<file path="src/rtl/piso_tx.sv">
// Parallel-in serial-out transmitter: loads a WIDTH-bit word on a valid/ready handshake
// and shifts it out one bit per cycle with registered frame, done and busy flags.
module piso_tx #(
    parameter int unsigned WIDTH     = 8,
    parameter int unsigned MSB_FIRST = 1
) (
    input  logic             clk,
    input  logic             rst,
    input  logic             load_valid,
    input  logic [WIDTH-1:0] data_in,
    output logic             load_ready,
    output logic             sdata,
    output logic             sframe,
    output logic             done,
    output logic             busy
);

    localparam int unsigned CW = $clog2(WIDTH);
    localparam logic [CW-1:0] LAST = CW'(WIDTH - 1);

    localparam logic [0:0] IDLE  = 1'b0;
    localparam logic [0:0] SHIFT = 1'b1;

    logic [0:0]       state_q, state_d;
    logic [CW-1:0]    cnt_q, cnt_d;
    logic [WIDTH-1:0] shreg_q, shreg_d;
    logic             sdata_q, sdata_d;
    logic             sframe_q, sframe_d;
    logic             done_q, done_d;
    logic             busy_q, busy_d;
    logic             last_bit;
    logic             accept;

    // shreg holds only the bits still to be sent; the bit on the wire lives in sdata_q.
    always_comb begin
        state_d  = state_q;
        cnt_d    = cnt_q;
        shreg_d  = shreg_q;
        sdata_d  = 1'b0;
        sframe_d = 1'b0;
        done_d   = 1'b0;
        busy_d   = 1'b0;

        last_bit   = (state_q == SHIFT) && (cnt_q == LAST);
        load_ready = (state_q == IDLE) || last_bit;
        accept     = load_valid && load_ready;

        if (accept) begin
            state_d  = SHIFT;
            cnt_d    = '0;
            sframe_d = 1'b1;
            busy_d   = 1'b1;
            if (MSB_FIRST != 0) begin
                sdata_d = data_in[WIDTH-1];
                shreg_d = {data_in[WIDTH-2:0], 1'b0};
            end else begin
                sdata_d = data_in[0];
                shreg_d = {1'b0, data_in[WIDTH-1:1]};
            end
        end else if (state_q == SHIFT) begin
            if (last_bit) begin
                state_d = IDLE;
                cnt_d   = '0;
                shreg_d = '0;
            end else begin
                cnt_d    = cnt_q + CW'(1);
                sframe_d = 1'b1;
                busy_d   = 1'b1;
                done_d   = ((cnt_q + CW'(1)) == LAST);
                if (MSB_FIRST != 0) begin
                    sdata_d = shreg_q[WIDTH-1];
                    shreg_d = {shreg_q[WIDTH-2:0], 1'b0};
                end else begin
                    sdata_d = shreg_q[0];
                    shreg_d = {1'b0, shreg_q[WIDTH-1:1]};
                end
            end
        end
    end

    always_ff @(posedge clk) begin
        if (rst) begin
            state_q  <= IDLE;
            cnt_q    <= '0;
            shreg_q  <= '0;
            sdata_q  <= 1'b0;
            sframe_q <= 1'b0;
            done_q   <= 1'b0;
            busy_q   <= 1'b0;
        end else begin
            state_q  <= state_d;
            cnt_q    <= cnt_d;
            shreg_q  <= shreg_d;
            sdata_q  <= sdata_d;
            sframe_q <= sframe_d;
            done_q   <= done_d;
            busy_q   <= busy_d;
        end
    end

    assign sdata  = sdata_q;
    assign sframe = sframe_q;
    assign done   = done_q;
    assign busy   = busy_q;

endmodule

</file>
<file path="config.mk">
export PLATFORM = sky130hd
export DESIGN_NAME = piso_tx
export DESIGN_NICKNAME = d
export VERILOG_FILES = /design/src/rtl/piso_tx.sv
export SDC_FILE = /design/constraint.sdc
export NUM_CORES = 1
export LEC_CHECK = 0
export BUFFER_PORTS_ARGS = -buffer_cell sky130_fd_sc_hd__clkbuf_2
export CORE_MARGIN = 2
export CORE_UTILIZATION = 35
export CTS_BUF_LIST = sky130_fd_sc_hd__clkbuf_8 sky130_fd_sc_hd__clkbuf_16
export DETAILED_ROUTE_END_ITERATION = 6
export PLACE_DENSITY = 0.63
export SLEW_MARGIN = 25
export SYNTH_ARGS = -nofsm -noshare
export SYNTH_HDL_FRONTEND = slang
export SYNTH_SLANG_ARGS = --single-unit
</file>
<file path="constraint.sdc">
create_clock -name clk -period 2.6 [get_ports clk]
set_clock_uncertainty 0.1 [all_clocks]
set_input_delay 0.78 -clock clk [delete_from_list [all_inputs] [get_ports clk]]
set_output_delay 0.78 -clock clk [all_outputs]
set_load 0.02 [all_outputs]
</file>
==> results.cfg <==
[clocking]
post_cts_buffers = 0
cts_hold_buf = 0
cts_buffer_depth = 2
clk_pin_slew_ns = 0.05
tritoncts = done
ctsResizeCount = 0
h-tree-depth = 1
clk_latency_ns = 0.24
clkSinkCount = 13
numCtsBuffers = 3
ctsRootBufferMaster = clkbuf_8

[yosys]
syn_area_per_cell_um2 = 8.71
synthDistinctLibCells = 24
ys_top_cells_by_area = dfxtp_1, a222oi_1, ha_1
synth_area_um2 = 636
yosys_register_bits = 13
yosys_warnings = 0
yosys.area.top_type_share_pct = 40.9
synth_area_leader_cell = dfxtp_1
yosysMostFrequentCell = dfxtp_1
synth_nets = 87
synth_edf_count = 0
synthArstFlopShare_pct = 0
synth_common_cells = dfxtp_1, nor2_1, nor3_1
yosysSeqAreaShare_pct = 40.9
synth-main-ff-cell = dfxtp_1
synth_cells = 73

[sta]
finalWorstSetupSlack_ns = 0.332
worst_pin_slew_ns = 0.320
max_freq_mhz = 441
period_minus_slack_ns = 2.27
timing.final.max_slew_violations = 0
fin_crit_sh_pct = 87.2
slew_headroom_pct = 78.6
hold_viol = 0
fin_setup_tns_ns = 0
grt_setup_unrepaired = false
setup_viol = 0
finalHoldWorstSlack_ns = 0.353

[route]
drt_wl_total_um = 1290
drt_iter0_markers = 26
via_per_inst = 4.93
postRouteAntennaNets = 0
drc = 0
wl_per_cell_um = 11.6
via_count = 547
drtPass1Iterations = 7

[floorplan]
placementRows = 15
die_x_um = 46.6
dieArea_um2 = 2170
core-area_um2 = 1710
die_h_um = 46.6
io_pins = 16
start_util_pct = 37.2

[critical_path]
cp-end-kind = output pin
crit_cells = 5
crit_type = reg2out
cp_top_family = adder cells
crit_fanout = 4
cp_num_buf_inv = 2
slowest_stage = dfxtp_1
cpPeakStageDelay_ns = 0.32
crit_top_cell = ha_1
required_ns = 1.72
ff2ff_path_depth = 6
worstReg2RegEnd = shreg_q[6]$_SDFFE_PP0P_
worstPathCellList = ha_1 > ha_1 > nor2b_1 > inv_1 > clkbuf_2
reg2reg_slack_ns = 1.00
endpoint = load_ready
worstPathArrival_ns = 1.39
r2r_start = cnt_q[1]$_SDFFE_PP0P_
start_kind = register
critPathLaunch = cnt_q[0]$_SDFFE_PP0P_

[run]
max-cap-violations = 0

[placement]
dp_hpwl_um = 893
dp.cells = 107
placed_area_um2 = 707
port_buffers = 15
gp_congestion = 0.803
pre_cts_ws_ns = 0.594

[global_routing]
grt_max_degree = 14
grt_pass1_wl_um = 2110
use_met3_pct = 3.92
grt_usage_pct = 14.6
use_met1_pct = 17.1
grt.busiest_layer = met2
antenna_found_initial = 0
gr-total-overflow = 0
grt_pass1_vias = 506
grt_util_met2_pct = 21.9

[final_layout]
instances_no_fill = 111
final_util_pct = 44.0
area_delta_synth_final_pct = 18.3
layout-drive-gt1-share_pct = 26.7
diodes = 0
finalNetCount = 101
final_area_um2 = 752

[pwr]
total_power_mw = 0.456
p_per_area_nw_per_um2 = 606
p_leak_nw = 0.353
ir_worst_vdd_mv = 0.316

[status]
status = finished, final reports clean

[min_path]
hp-class = reg2reg
hold_depth = 2
[worst min-delay path, delay by kind of cell (launching register included)]
family	cells	cell delay, ns
compound gates	1	0.05
flops	1	0.31
simple gates	1	0.05
[flip-flops by register name (all words and copies together) (netlist names)]
name and count:
busy 1, shreg_q 7, cnt_q 3, sdata 1, done 1
[how the worst min path moves through the flow]
| stage | to | slack [ns] | start |
|---|---|---|---|
| floorplan | sdata$_SDFF_PP0_ | 0.33 | shreg_q[7]$_SDFFE_PP0P_ |
| global placement | sdata$_SDFF_PP0_ | 0.34 | shreg_q[7]$_SDFFE_PP0P_ |
| detailed placement | sdata$_SDFF_PP0_ | 0.35 | shreg_q[7]$_SDFFE_PP0P_ |
| CTS | sdata$_SDFF_PP0_ | 0.35 | shreg_q[7]$_SDFFE_PP0P_ |
| global route | sdata$_SDFF_PP0_ | 0.38 | shreg_q[7]$_SDFFE_PP0P_ |
| finish | sdata$_SDFF_PP0_ | 0.35 | shreg_q[7]$_SDFFE_PP0P_ |
[layer usage]
| layer | vias up | wire [µm] |
|---|---|---|
| met1 | 242 | 579 |
| li1 | 281 | - |
| met3 | 5 | 69 |
| met2 | 19 | 587 |
| met4 | 0 | 49 |
| met5 | - | 0 |
[logic make-up (layout without fill, tap and decap cells)]
logic type,after synthesis,after routing,share of synthesized area (%)
mux,1,1,1.77
simple gates,33,33,27.4
flops,13,13,40.9
buf+inv,11,24,9.05
compound gates,12,12,15.0
fa+ha+maj,3,3,5.91
[power breakdown]
| part | switching, mW | internal (mW) | leakage [nW] | total [mW] |
|---|---|---|---|---|
| sequential | 0.00667 | 0.211 | 0.107 | 0.218 |
| combinational | 0.0348 | 0.0266 | 0.219 | 0.0614 |
| clock | 0.0722 | 0.104 | 0.0269 | 0.176 |
[placed cells by master, fill, tap and decap left out]
cell type / synthesis / layout
nand2_1: 4 / 4
clkbuf_8: 0 / 3
mux2_2: 1 / 1
nand2b_1: 3 / 3
buf_4: 2 / 1
dfxtp_1: 13 / 13
inv_1: 4 / 5
or3_1: 1 / 1
and2_4: 1 / 1
ha_1: 3 / 3
clkbuf_2: 0 / 15
nor2_1: 7 / 7
a21oi_2: 1 / 1
a31oi_1: 1 / 1
or2_2: 1 / 1
a222oi_1: 6 / 6
a21oi_1: 4 / 4
nand3_1: 4 / 4
and3b_1: 1 / 1
nor2b_1: 1 / 1
or2b_1: 3 / 3
nor3_1: 7 / 7
[layout make-up]
class	count	area, µm²
Clock buffer	3	41.3
Clock inverter	1	3.75
Fill cell	178	956
Inverter	4	15.0
Multi-Input combinational cell	49	318
Sequential cell	13	260
Tap cell	25	31.3
Timing Repair Buffer	16	82.6
No activity file was read; power rests on OpenSTA's default activity.
